### src/rtl/cpu_bus_strobe.sv
// PHI2 edge detector and memory strobe generator for the 6502 bus, clocked by CLK_SRC.
// Also stretches slow-device cycles by pulling RDY low for WAIT_CYCLES whole PHI2 cycles.
`timescale 1ns/1ps

module cpu_bus_strobe #(
  parameter int SYNC_STAGES  = 2,
  parameter int STROBE_DELAY = 1,
  parameter int STROBE_WIDTH = 4,
  parameter int WAIT_CYCLES  = 1,
  parameter int CNT_W        = 8
) (
  input  logic CLK_SRC,
  input  logic RESET_N,
  input  logic PHI2,
  input  logic RW,
  input  logic CS_SLOW,
  output logic OE_N,
  output logic WE_N,
  output logic RDY,
  output logic CYCLE_START
);

  typedef enum logic [1:0] {IDLE, SETUP, STROBE, HOLD} state_t;

  localparam logic [CNT_W-1:0] ONE        = CNT_W'(1);
  localparam logic [CNT_W-1:0] DELAY_LAST = (STROBE_DELAY > 0) ? CNT_W'(STROBE_DELAY - 1) : '0;
  localparam logic [CNT_W-1:0] WIDTH_LAST = CNT_W'(STROBE_WIDTH - 1);
  localparam logic [CNT_W-1:0] WAIT_LOAD  = CNT_W'(WAIT_CYCLES);

  logic [SYNC_STAGES-1:0] sync;
  logic                   ps, pp, rise, fall;
  logic [CNT_W-1:0]       tick_cnt, str_cnt, wait_cnt;
  logic                   served;
  state_t                 state, next_state;
  logic                   rw_q, cs_q, rw_next, cs_next;
  logic                   oe_d, we_d;

  always_ff @(posedge CLK_SRC or negedge RESET_N) begin
    if (!RESET_N) begin
      sync <= '0;
      pp   <= 1'b0;
    end else begin
      sync <= (sync << 1) | SYNC_STAGES'(PHI2);
      pp   <= ps;
    end
  end

  assign ps   = sync[SYNC_STAGES-1];
  assign rise = ps & ~pp;
  assign fall = ~ps & pp;

  // tick_cnt measures time since the detected rise; str_cnt measures time spent strobing
  always_ff @(posedge CLK_SRC or negedge RESET_N) begin
    if (!RESET_N) begin
      tick_cnt <= '0;
      str_cnt  <= '0;
    end else begin
      if (rise)
        tick_cnt <= '0;
      else if (ps && tick_cnt != '1)
        tick_cnt <= tick_cnt + ONE;
      str_cnt <= (state != STROBE || rise) ? '0 : str_cnt + ONE;
    end
  end

  always_ff @(posedge CLK_SRC or negedge RESET_N) begin
    if (!RESET_N) begin
      state       <= IDLE;
      rw_q        <= 1'b1;
      cs_q        <= 1'b0;
      OE_N        <= 1'b1;
      WE_N        <= 1'b1;
      CYCLE_START <= 1'b0;
    end else begin
      state       <= next_state;
      rw_q        <= rw_next;
      cs_q        <= cs_next;
      OE_N        <= oe_d;
      WE_N        <= we_d;
      CYCLE_START <= rise;
    end
  end

  // A rise in any state restarts the cycle, which also recovers from PHI2 glitches
  always_comb begin
    next_state = state;
    rw_next    = rw_q;
    cs_next    = cs_q;
    if (rise) begin
      rw_next    = RW;
      cs_next    = CS_SLOW;
      next_state = (STROBE_DELAY == 0) ? STROBE : SETUP;
    end else begin
      case (state)
        SETUP: begin
          if (fall)
            next_state = IDLE;
          else if (tick_cnt == DELAY_LAST)
            next_state = STROBE;
        end
        STROBE: begin
          if (fall)
            next_state = IDLE;
          else if (str_cnt == WIDTH_LAST)
            next_state = HOLD;
        end
        HOLD: begin
          if (fall)
            next_state = IDLE;
        end
        default: next_state = IDLE;
      endcase
    end
  end

  // Strobes are decoded from the next state so they line up with the STROBE state itself
  always_comb begin
    oe_d = ~((next_state == STROBE) & rw_next);
    we_d = ~((next_state == STROBE) & ~rw_next);
  end

  // served stops the CPU's repeated final cycle from loading a second round of waits
  always_ff @(posedge CLK_SRC or negedge RESET_N) begin
    if (!RESET_N) begin
      wait_cnt <= '0;
      served   <= 1'b0;
      RDY      <= 1'b1;
    end else begin
      if (rise && cs_next && !served && (WAIT_CYCLES > 0) && wait_cnt == '0) begin
        wait_cnt <= WAIT_LOAD;
        RDY      <= 1'b0;
      end else if (fall) begin
        if (wait_cnt != '0) begin
          wait_cnt <= wait_cnt - ONE;
          if (wait_cnt == ONE) begin
            RDY    <= 1'b1;
            served <= 1'b1;
          end
        end else if (RDY) begin
          served <= 1'b0;
        end
      end
    end
  end

endmodule
### config.mk
export PLATFORM = sky130hd
export DESIGN_NAME = cpu_bus_strobe
export DESIGN_NICKNAME = d
export VERILOG_FILES = /design/src/rtl/cpu_bus_strobe.sv
export SDC_FILE = /design/constraint.sdc
export NUM_CORES = 1
export LEC_CHECK = 0
export ABC_AREA = 1
export BUFFER_PORTS_ARGS = -buffer_cell sky130_fd_sc_hd__clkbuf_2
export CORE_MARGIN = 3
export CORE_UTILIZATION = 55
export CTS_CLUSTER_SIZE = 14
export DETAILED_ROUTE_END_ITERATION = 12
export PLACE_DENSITY = 0.72
export SETUP_SLACK_MARGIN = 0.05
export SYNTH_ARGS = -nofsm -noshare
export SYNTH_HDL_FRONTEND = slang
export SYNTH_SLANG_ARGS = --single-unit
### constraint.sdc
create_clock -name CLK_SRC -period 3.7 [get_ports CLK_SRC]
set_input_delay 0.37 -clock CLK_SRC [delete_from_list [all_inputs] [get_ports CLK_SRC]]
set_output_delay 0.37 -clock CLK_SRC [all_outputs]
set_load 0.05 [all_outputs]
Yosys cells after proc, flatten, opt, wreduce, memory -nomap -nowiden
Index checks and enable logic that the tools add are counted.
{ "totals": {"reg_bits": 36, "inputBits": 5, "out_inout_bits": 4, "elab_cells": 74} }
{ "classes": {"add_sub_neg": 3, "n_eq_ne": 9, "muxes": 21, "n_bitwise": 11, "n_reduce_logical": 17} }
{ "op_table": {"columns": ["cell", "n"], "rows": [
  ["$mux 8", 6],
  ["$add 8x1->8 const B", 2],
  ["$logic_not 8->1", 2],
  ["$mux 2", 6],
  ["$reduce_bool 2->1", 5],
  ["$eq 8x1->1 const B", 1],
  ["$eq 8x2->1 const B", 1],
  ["$mux 1", 8],
  ["$ne 8x8->1 const B", 1],
  ["$reduce_bool 8->1", 1],
  ["$sub 8x1->8 const B", 1],
  ["$eq 2x2->1 const B", 3],
  ["$not 1->1", 6],
  ["$pmux 2 s3", 1],
  ["$and 1x1->1", 4],
  ["$logic_and 1x1->1", 4],
  ["$reduce_and 4->1", 1],
  ["$reduce_and 3->1", 1],
  ["$eq 2x1->1 const B", 1],
  ["$ne 2x1->1 const B", 1],
  ["$ne 2x2->1 const B", 1],
  ["$or 2x1->2", 1],
  ["$reduce_and 2->1", 1],
  ["$logic_not 1->1", 1],
  ["$logic_or 1x1->1", 1]
]} }

Depth between registers and ports, before layout
Gate-level depths: netlist of run 1.
{ "depth": {"ltp_word": 8, "mapped_depth": 9, "ltp_nobuf": 9} }

Least setup slack after synthesis of run 1
OpenSTA, ideal clock, no wires.
{ "synth_path": {"path_type": "register -> register", "from": "register wait_cnt[0]", "to": "register wait_cnt[4]", "setup_ns": 0.118, "arrival_time_ns": 1.207, "required_time_ns": 3.582, "slack_ns": 2.375, "stages_incl_launch_ff": 9, "synth_period_minus_slack_ns": 1.325, "path_cell_list": "dfrtp_1 inv_1 ha_1 nand2_2 nor2_4 nand2_4 buf_6 nand4_1 nand2_1"} }
{ "synth_between": {"elab_chain_len": 4, "elab_cells_between_ends": 10, "classes_between": "add/sub: 1; mux: 3; reduce/logical: 6"} }
{ "synth_rtl": {"columns": ["element", "line", "rtl"], "rows": [
  ["start: declaration", "32", "logic [CNT_W-1:0] tick_cnt, str_cnt, wait_cnt;"],
  ["start signal: assignment", "134", "wait_cnt <= wait_cnt - ONE;"],
  ["$sub 8x1->8 / $logic_not 8->1 (equally long branches)", "134, 129", null],
  ["$mux 8 / $logic_and 1x1->1 (equally long branches)", "133, 129", null],
  ["$mux 8 / $reduce_bool 2->1 (equally long branches)", null, null],
  ["$mux 8 / $reduce_and 2->1 (equally long branches)", null, null]
]} }
Parallel ways exist; a longest one is shown, timed or not. The select of a mux whose other input is x is not followed.
A chain may end at the register's enable or synchronous reset.

Worst setup path after layout of run 1
{ "layout_path": {"from": "register RDY", "to": "output port RDY"} }
{ "layout_lines": {"columns": ["element", "line", "rtl"], "rows": [
  ["start: declaration", "19", "output logic RDY,"],
  ["start signal: assignment", "127", "RDY <= 1'b1;"],
  ["start signal: assignment", "131", "RDY <= 1'b0;"],
  ["start signal: assignment", "136", "RDY <= 1'b1;"]
]} }
No word-level cell between the ends.

==> flow_summary.json, run 1 <==
{
  "holdBufCountCts": 0,
  "worst_r2r_path_depth": 8,
  "root_buffer": "sky130_fd_sc_hd__clkbuf_4",
  "post-route-min-period_ps": 1539,
  "ant_nets": 0,
  "power_frac_clock": 0.229,
  "cts-buffers-inserted": 5,
  "cts_num_sinks": 35,
  "setup.worst_path.end": "RDY",
  "hold_path_class": "in2async",
  "wirelength_um": 3300,
  "dominant_cell_by_count_in_the_synthesized_netlist": "sky130_fd_sc_hd__nand2_1",
  "portion_of_the_post_synthesis_area_used_by_sequential_elements": 0.4738,
  "cp_slowest_stage_delay_ps": 560,
  "run_status": "finished clean",
  "netSwitchingFraction": 0.3713,
  "grt_setup_unrepaired": "no",
  "clock_latency_ps": 350,
  "synthArstFlopShare": 1.000,
  "place.gp.congestion": 0.8198,
  "finalSetupViolCount": 0,
  "post_synth_instance_area_mm2": 0.001859,
  "final-hold-violation-count": 0,
  "synthDistinctLibCells": 22,
  "design.core.area_mm2": 0.003128,
  "drc": 0,
  "regToRegSetupSlack_ps": 2210,
  "tightestPinTransition_ps": 828.1,
  "share_of_the_cycle_needed_by_the_critical_path_after_routing": 0.4159,
  "number_of_buffer_and_inverter_stages_on_the_critical_path": 1,
  "worstSetupPathType": "reg2out",
  "critical_path_arrival_ps": 1170,
  "p_switching_w": 0.0003943,
  "share_seq_of_total_power": 0.484,
  "critical_path_depth": 1,
  "track_usage": 0.1954,
  "cts_tree": "yes",
  "drv.max_cap_violation_count": 0,
  "power.static_leakage_nw": 0.9954,
  "synth_enable_flop_cells": 0,
  "start_util": 0.5944,
  "syn_inst": 237,
  "die_width_um": 64.14,
  "worst_setup_path_start_kind": "flop",
  "crit_required_ps": 3330,
  "synth_top_cells_by_count": "sky130_fd_sc_hd__nand2_1 (61), sky130_fd_sc_hd__dfrtp_1 (31), sky130_fd_sc_hd__inv_1 (31), sky130_fd_sc_hd__nand3_1 (31), sky130_fd_sc_hd__nor2_1 (29)",
  "grt_max_degree": 36,
  "post_synth_main_area_contributors": "sky130_fd_sc_hd__dfrtp_1 (42%), sky130_fd_sc_hd__nand2_1 (12%), sky130_fd_sc_hd__nand3_1 (8.3%), sky130_fd_sc_hd__inv_1 (6.3%), sky130_fd_sc_hd__nor2_1 (5.9%)",
  "grt_overflow": 0,
  "via_count": 1459,
  "maximum_fanout_along_the_worst_path": 3,
  "routedWlPerCell_um": 11.19,
  "slew_headroom": 0.4479,
  "rows": 20,
  "critical-path-slowest-cell": "sky130_fd_sc_hd__dfstp_2",
  "number_of_design_rule_violations_left_by_the_first_detailed_router_iteration": 61,
  "syn-num-nets": 248,
  "yosys.area.top_type": "sky130_fd_sc_hd__dfrtp_1",
  "cts_post_setup_buffers_inserted": 0,
  "clockBufferDepth": 2,
  "numPortBuffers": 8,
  "global_route_wire_length_before_repair_um": 6230,
  "setup_tns_ps": 0,
  "hpwlAfterDp_um": 2440,
  "via_count_of_the_first_global_routing_pass": 1465,
  "timing.rr.start": "tick_cnt[1]",
  "worstReg2RegEnd": "tick_cnt[7]",
  "critical-path-top-delay-family": "flip-flops",
  "num_antenna_cells": 0,
  "p_per_area_mw_per_mm2": 529.8,
  "top_area_cell_type_share_of_the_netlist_area": 0.4172,
  "skew_ps": 20.77,
  "die_height_um": 64.14,
  "detailedRoute.firstPassIterationCount": 6,
  "fin_hold_ws_ps": 91.87,
  "maxClockFrequency_mhz": 649.9,
  "worst_setup_ep_type": "primary output",
  "synth_top_flop_cell": "sky130_fd_sc_hd__dfrtp_1",
  "crit_start": "RDY",
  "report.final.slew_viol_count": 0,
  "worstPathCellList": "clkbuf_2",
  "antenna_found_initial": 0,
  "synth.avg_cell_area_um2": 7.845,
  "post_cts_resize_count": 0,
  "synth.yosys.warnings": 0,
  "ios": 9,
  "drive_above_1_share": 0.1355,
  "detail_route.vias_per_cell": 4.946,
  "synth_seq_cells": 35,
  "nets": 261,
  "cts_h_tree_lvls": 2,
  "vdd.ir_drop.worst_mv": 0.3251,
  "die_area_mm2": 0.004114,
  "p_int_w": 0.0006677,
  "area_growth_pct": 7.806,
  "clk_pin_slew_worst_paths_ps": 120,
  "p_comb_frac": 0.287
}
[registers in the layout, summed over array words and instances, names as in the netlist]
register / count
served: 1
wait_cnt: 8
tick_cnt: 8
CYCLE_START: 1
pp: 1
OE_N: 1
RDY: 1
state: 2
str_cnt: 8
sync: 2
rw_q: 1
WE_N: 1
[cells by family (layout without fill, tap and decap cells)]
logic type,Yosys count,in the layout,synth area share
AO/OA/AOI/OAI,21,21,0.06057
flip-flops,35,35,0.4738
AND/OR/NAND/NOR,139,139,0.3392
XOR/XNOR,2,2,0.009423
adder cells (fa/ha/maj),6,6,0.04038
buffers and inverters,34,48,0.07671
[cells in the final DEF, fill, tap and decap left out, drive strengths merged, types with 4 or more instances in the layout]
master,instances
dfrtp,31
nor2,34
nand3,32
inv,32
nand4,4
clkbuf,15
ha,6
dfstp,4
a21oi,7
nand2,65
o21ai,14
[power by group through the flow]
stage | sequential (W) | clock (W) | combinational (W)
final | 0.000514 | 0.000243 | 0.000305
after global routing | 0.000524 | 0.000271 | 0.000363
after CTS | 0.000513 | 0.000251 | 0.000309
after detailed placement | 0.000519 | 0 | 0.000309
after global placement | 0.000518 | 0 | 0.000304
after floorplan | 0.000534 | 0 | 0.000226
[routing by layer]
layer | vias to the layer above | share of wire | track usage
met4 | 0 | 0.013 | 0.06332
met5 | - | 0 | 0
met2 | 16 | 0.46 | 0.3265
li1 | 783 | - | -
met1 | 654 | 0.49 | 0.2452
met3 | 6 | 0.031 | 0.05272
[per-stage QoR]
| stage | instance area [um2] | util | total power, W | cells | setup slack [ps] |
|---|---|---|---|---|---|
| after global placement | 1932 | 0.6176 | 0.0008219 | 287 | 2225 |
| after floorplan | 1859 | - | 0.0007596 | 237 | 2375 |
| final | 2004 | 0.6408 | 0.001062 | 295 | 2161 |
| after detailed placement | 1932 | 0.6176 | 0.0008276 | 287 | 2201 |
| after global routing | 2004 | 0.6408 | 0.001157 | 295 | 2007 |
| after CTS | 2004 | 0.6408 | 0.001073 | 295 | 2148 |
[worst min-delay path by stage]
| stage | slack [ps] | startpoint | end |
|---|---|---|---|
| global placement | 360 | sync[0] | sync[1] |
| CTS | 120 | PHI2 | sync[0] |
| global route | 110 | PHI2 | sync[0] |
| detailed placement | 350 | sync[0] | sync[1] |
| floorplan | 70 | RESET_N | CYCLE_START |
| finish | 90 | RESET_N | tick_cnt[6] |
[area by class of cell]
cell class / instances / area, um2
clock buffers: 7 / 65.06
clock inverters: 1 / 7.507
fillers: 284 / 1124
inverters: 32 / 120.1
multi-input cells: 168 / 835.8
flip-flops and latches: 35 / 880.8
well taps: 44 / 55.05
repair buffers: 8 / 40.04
(Power assumes the default switching activity.)
==> run 2: changes to the inputs <==
- clock period: 3.7 -> 1.5 ns (I/O delays scaled with it)
==> flow_summary.json, run 2 (synthesized netlist as in run 1, its figures left out) <==
{
  "clock_latency_ps": 320,
  "clockBufferDepth": 2,
  "grt_overflow": 0,
  "final-hold-violation-count": 0,
  "critical_path_arrival_ps": 1660,
  "report.final.slew_viol_count": 0,
  "maxClockFrequency_mhz": 714.1,
  "routedWlPerCell_um": 11.87,
  "tightestPinTransition_ps": 431.3,
  "post-route-cell-area_mm2": 0.002200,
  "nets": 274,
  "num_antenna_cells": 0,
  "drive_above_1_share": 0.2538,
  "worst_setup_path_start_kind": "flop",
  "skew_ps": 10.44,
  "die_area_mm2": 0.004114,
  "hold_path_class": "in2reg",
  "leading_cell_type_in_the_layout_fill_and_taps_excluded": "sky130_fd_sc_hd__nand2_1",
  "detailedRoute.firstPassIterationCount": 4,
  "crit_required_ps": 1760,
  "cts-buffers-inserted": 5,
  "design.core.area_mm2": 0.003128,
  "die_width_um": 64.14,
  "number_of_instances_on_the_worst_hold_path": 3,
  "ant_nets": 0,
  "hpwlAfterDp_um": 2452,
  "regToRegSetupSlack_ps": 100,
  "track_usage": 0.1953,
  "worst_setup_ep_type": "flop",
  "drc": 0,
  "grt_max_degree": 36,
  "numPortBuffers": 8,
  "root_buffer": "sky130_fd_sc_hd__clkbuf_4",
  "power.static_leakage_nw": 1.077,
  "rows": 20,
  "die_height_um": 64.14,
  "cts_num_sinks": 35,
  "post-route-min-period_ps": 1400,
  "fin_hold_ws_ps": 72.38,
  "final_cell_mix": "sky130_fd_sc_hd__nand2_1 (54), sky130_fd_sc_hd__dfrtp_1 (30), sky130_fd_sc_hd__nand3_1 (29), sky130_fd_sc_hd__inv_1 (26), sky130_fd_sc_hd__nor2_1 (25)",
  "global_route_wire_length_before_repair_um": 6265,
  "via_count_of_the_first_global_routing_pass": 1488,
  "wirelength_um": 3656,
  "number_of_design_rule_violations_left_by_the_first_detailed_router_iteration": 107,
  "dp_cells": 292,
  "detail_route.vias_per_cell": 5.036,
  "start_util": 0.5944,
  "finalSetupViolCount": 0,
  "layout.filler_cells": 259,
  "p_per_area_mw_per_mm2": 1281,
  "ios": 9,
  "area_growth_pct": 18.30,
  "slew_headroom": 0.7125,
  "via_count": 1551,
  "cts_tree": "yes",
  "grt_setup_unrepaired": "yes",
  "post_dp_cell_area_mm2": 0.001969,
  "worstSetupPathType": "reg2reg",
  "antenna_found_initial": 0,
  "largest_registers": "str_cnt x8, tick_cnt x8, wait_cnt x8",
  "maximum_fanout_along_the_worst_path": 8,
  "share_of_the_cycle_needed_by_the_critical_path_after_routing": 0.9336,
  "clk_pin_slew_worst_paths_ps": 100,
  "cts_h_tree_lvls": 2,
  "layout.area.seq_um2": 882.1,
  "multiInputGateArea_um2": 924.6,
  "vdd.ir_drop.worst_mv": 1.121,
  "run_status": "finished clean",
  "place.gp.congestion": 0.8312,
  "layout.cells.non_filler": 308,
  "worst_r2r_path_depth": 9,
  "drv.max_cap_violation_count": 0
}
==> run 2: changes by cell type in the layout (fill, tap and decap cells not counted), moves of 3 or more <==
cell / previous run / this run
sky130_fd_sc_hd__nand2_2: 2 / 8
sky130_fd_sc_hd__buf_4: 0 / 10
sky130_fd_sc_hd__nor2_1: 29 / 25
sky130_fd_sc_hd__inv_2: 1 / 5
sky130_fd_sc_hd__ha_1: 6 / 3
sky130_fd_sc_hd__inv_1: 31 / 26
sky130_fd_sc_hd__nor2_4: 3 / 6
sky130_fd_sc_hd__nand2_1: 61 / 54
sky130_fd_sc_hd__o21ai_0: 13 / 10
==> run 2: final timing paths <==
path | start | to
worst max-delay path | tick_cnt[0] | tick_cnt[3]
worst min-delay path | RW | WE_N
worst max register to register | tick_cnt[0] | tick_cnt[3]
worst min register to register | sync[0] | sync[1]
max in group asynchronous | RESET_N | RDY
min in group asynchronous | RESET_N | tick_cnt[6]
==> run 2: stage by stage <==
stage                     setup WS (ps)  power [W]    util  TNS (ps)
final                             99.61   0.002817  0.7032         0
after global routing             -5.260   0.003073  0.7032    -5.260
after CTS                         53.15   0.002688  0.6604         0
after detailed placement          57.28   0.002100  0.6296         0
after global placement            124.3   0.002070  0.6296         0
after floorplan                   174.7   0.001874       -         0
==> run 2: report_power, final <==
| group | internal (W) | switching [W] | leakage [nW] |
|---|---|---|---|
| clock | 0.000276 | 0.000294 | 0.0386 |
| sequential | 0.00111 | 0.000168 | 0.449 |
| combinational | 0.000393 | 0.000573 | 0.590 |
| total | 0.00178 | 0.00103 | 1.08 |
==> run 2: area by class of cell <==
cell class / instances / area share
repair buffers: 21 / 0.06655
multi-input cells: 168 / 0.4204
well taps: 44 / 0.02503
flip-flops and latches: 35 / 0.4010
inverters: 32 / 0.05575
clock buffers: 8 / 0.03129
==> run 2: routing by layer <==
| layer | GRT usage | share of wire | up-vias |
|---|---|---|---|
| li1 | - | - | 801 |
| met1 | 0.2574 | 0.48 | 723 |
| met2 | 0.3071 | 0.48 | 21 |
| met3 | 0.04745 | 0.025 | 6 |
| met4 | 0.08179 | 0.011 | 0 |
| met5 | 0 | 0 | - |
==> run 2: critical path, stage by stage, from the launching register on <==
cell and delay (ps):
sky130_fd_sc_hd__dfrtp_1 440, sky130_fd_sc_hd__ha_4 170, sky130_fd_sc_hd__nand2_4 60, sky130_fd_sc_hd__nor2_4 120, sky130_fd_sc_hd__nand2_2 70, sky130_fd_sc_hd__nand2_2 100, sky130_fd_sc_hd__inv_4 50, sky130_fd_sc_hd__nor2_4 180
sky130_fd_sc_hd__nand2_1 70, sky130_fd_sc_hd__o21ai_1 70
==> run 2: timing repair <==
item,4_1_cts,5_1_grt
hold endpoints to repair,32,0
hold buffers,2,0
pin swaps,0,12
setup buffers,1,5
gates cloned,0,0
gates resized for setup,0,34
setup endpoints to repair,3,18
==> run 3: changes to the inputs <==
- CORE_UTILIZATION: 55 -> 53
- HOLD_SLACK_MARGIN: default -> 0.06
- PLACE_DENSITY: 0.72 -> 0.69
==> flow_summary.json, run 3 (synthesized netlist as in run 1, its figures left out) <==
{
  "final_cell_mix": "sky130_fd_sc_hd__nand2_1 (57), sky130_fd_sc_hd__dfrtp_1 (30), sky130_fd_sc_hd__inv_1 (27), sky130_fd_sc_hd__nand3_1 (27), sky130_fd_sc_hd__nor2_1 (26)",
  "share_seq_of_total_power": 0.444,
  "via_count": 1574,
  "start_util": 0.5805,
  "p_switching_w": 0.001066,
  "finalSetupViolCount": 0,
  "largest_registers": "str_cnt x8, tick_cnt x8, wait_cnt x8",
  "layout.cells.non_filler": 315,
  "grt_max_degree": 19,
  "die_width_um": 65.23,
  "drv.max_cap_violation_count": 0,
  "detail_route.vias_per_cell": 4.997,
  "num_antenna_cells": 0,
  "die_height_um": 65.23,
  "layout.filler_cells": 295,
  "detailedRoute.firstPassIterationCount": 4,
  "antenna_found_initial": 0,
  "critical-path-slowest-cell": "sky130_fd_sc_hd__dfrtp_1",
  "timing.rr.start": "tick_cnt[1]",
  "hold_path_class": "in2async",
  "wirelength_um": 3770,
  "hpwlAfterDp_um": 2456,
  "p_comb_frac": 0.383,
  "crit_required_ps": 1720,
  "track_usage": 0.1868,
  "clk_pin_slew_worst_paths_ps": 110,
  "maximum_fanout_along_the_worst_path": 8,
  "regToRegSetupSlack_ps": 90,
  "drive_above_1_share": 0.2509,
  "area_growth_pct": 21.47,
  "routedWlPerCell_um": 11.97,
  "power_frac_clock": 0.174,
  "p_total_w": 0.002809,
  "clockBufferDepth": 2,
  "grt_overflow": 0,
  "numPortBuffers": 8,
  "tightestPinTransition_ps": 499.1,
  "maxClockFrequency_mhz": 708.0,
  "leading_cell_type_in_the_layout_fill_and_taps_excluded": "sky130_fd_sc_hd__nand2_1",
  "cts_h_tree_lvls": 2,
  "nets": 281,
  "power.static_leakage_nw": 1.112,
  "critical_path_arrival_ps": 1630,
  "slew_headroom": 0.6672,
  "global_route_wire_length_before_repair_um": 6147,
  "post-route-min-period_ps": 1412,
  "crit_start": "tick_cnt[1]",
  "via_count_of_the_first_global_routing_pass": 1388,
  "number_of_design_rule_violations_left_by_the_first_detailed_router_iteration": 90,
  "share_of_the_cycle_needed_by_the_critical_path_after_routing": 0.9417,
  "dp_cells": 292,
  "design.core.area_mm2": 0.003203,
  "p_per_area_mw_per_mm2": 1244,
  "final-hold-violation-count": 0,
  "worst_r2r_path_depth": 8,
  "ios": 9,
  "cp_slowest_stage_delay_ps": 420,
  "drc": 0,
  "post-route-cell-area_mm2": 0.002258,
  "worstReg2RegEnd": "tick_cnt[4]",
  "worst_setup_path_start_kind": "flop",
  "netSwitchingFraction": 0.3796,
  "setup.worst_path.end": "tick_cnt[4]",
  "worstPathCellList": "ha_4, nand2_4, nor2_4, nand2_2, nand2_2, inv_4, nor2_4, o21ai_0",
  "cts-buffers-inserted": 5,
  "run_status": "finished clean",
  "worstSetupPathType": "reg2reg",
  "post_dp_cell_area_mm2": 0.001982,
  "place.gp.congestion": 0.8504,
  "die_area_mm2": 0.004255,
  "worst_setup_ep_type": "flop",
  "ant_nets": 0,
  "rows": 20,
  "skew_ps": 8.000,
  "vdd.ir_drop.worst_mv": 0.9130,
  "report.final.slew_viol_count": 0,
  "root_buffer": "sky130_fd_sc_hd__clkbuf_4",
  "p_int_w": 0.001743,
  "cts_num_sinks": 35,
  "clock_latency_ps": 340,
  "grt_setup_unrepaired": "yes",
  "cts_tree": "yes"
}
run 3: changes by cell type in the layout (fill, tap and decap cells not counted), moves of 2 or more:
cell	change
sky130_fd_sc_hd__nand2_1	+3
sky130_fd_sc_hd__nand3_2	+2
sky130_fd_sc_hd__buf_4	+4
sky130_fd_sc_hd__clkbuf_8	-2
sky130_fd_sc_hd__nand2_2	-3
sky130_fd_sc_hd__inv_2	-2
sky130_fd_sc_hd__nand3_1	-2
run 3: cell type report:
type | instances | area, um2 | share of cell area
Clock buffer | 7 | 45.04 | 0.01994
Timing Repair Buffer | 28 | 217.7 | 0.09640
Tap cell | 44 | 55.05 | 0.02438
Multi-Input combinational cell | 168 | 928.4 | 0.4111
Sequential cell | 35 | 882.1 | 0.3906
Inverter | 32 | 125.1 | 0.05540
Clock inverter | 1 | 5.005 | 0.002216
run 3: power by group through the flow:
stage	clock, W	combinational (W)	sequential [W]
finish	0.000488	0.00107	0.00125
floorplan	0	0.000556	0.00132
global placement	0	0.000824	0.00127
CTS	0.000502	0.000849	0.00125
detailed placement	0	0.000820	0.00127
global route	0.000539	0.00122	0.00127
run 3: worst min-delay path by stage:
stage                  end  slack, ps  cells after the start
2_1_floorplan  CYCLE_START       -150                      0
3_3_place_gp   tick_cnt[7]        130                      1
3_5_place_dp   tick_cnt[7]        130                      1
4_1_cts        tick_cnt[1]        310                      2
5_1_grt        tick_cnt[1]        310                      2
6_report       tick_cnt[1]        290                      2
run 3: metal layers:
metal	routed length, um	global-route usage
met1	1835	0.2602
met3	159	0.05812
met4	62	0.05440
met2	1713	0.2794
met5	0	0
run 3: worst max-delay path: cells and delay by family, from the launching register on:
| kind | cells | cell delay (ps) |
|---|---|---|
| buffers and inverters | 1 | 50 |
| adder cells (fa/ha/maj) | 1 | 170 |
| AO/OA/AOI/OAI | 1 | 100 |
| AND/OR/NAND/NOR | 5 | 560 |
| flip-flops | 1 | 420 |
run 3: metrics by stage:
step	setup TNS [ps]	hold WS [ps]	setup slack, ps	utilization
after global placement	0	133.4	80.55	0.6188
after CTS	0	306.3	39.76	0.6500
after floorplan	0	-145.6	174.7	-
after detailed placement	0	135.0	37.02	0.6188
after global routing	-261.7	306.3	-73.80	0.7051
final	0	286.5	87.52	0.7051
run 3: repair_timing:
action,CTS,global route
endpoints found under the setup margin,6,20
buffers inserted,2,10
hold endpoints to repair,18,0
pin swaps,0,11
hold buffers,3,0
resized for setup,1,31
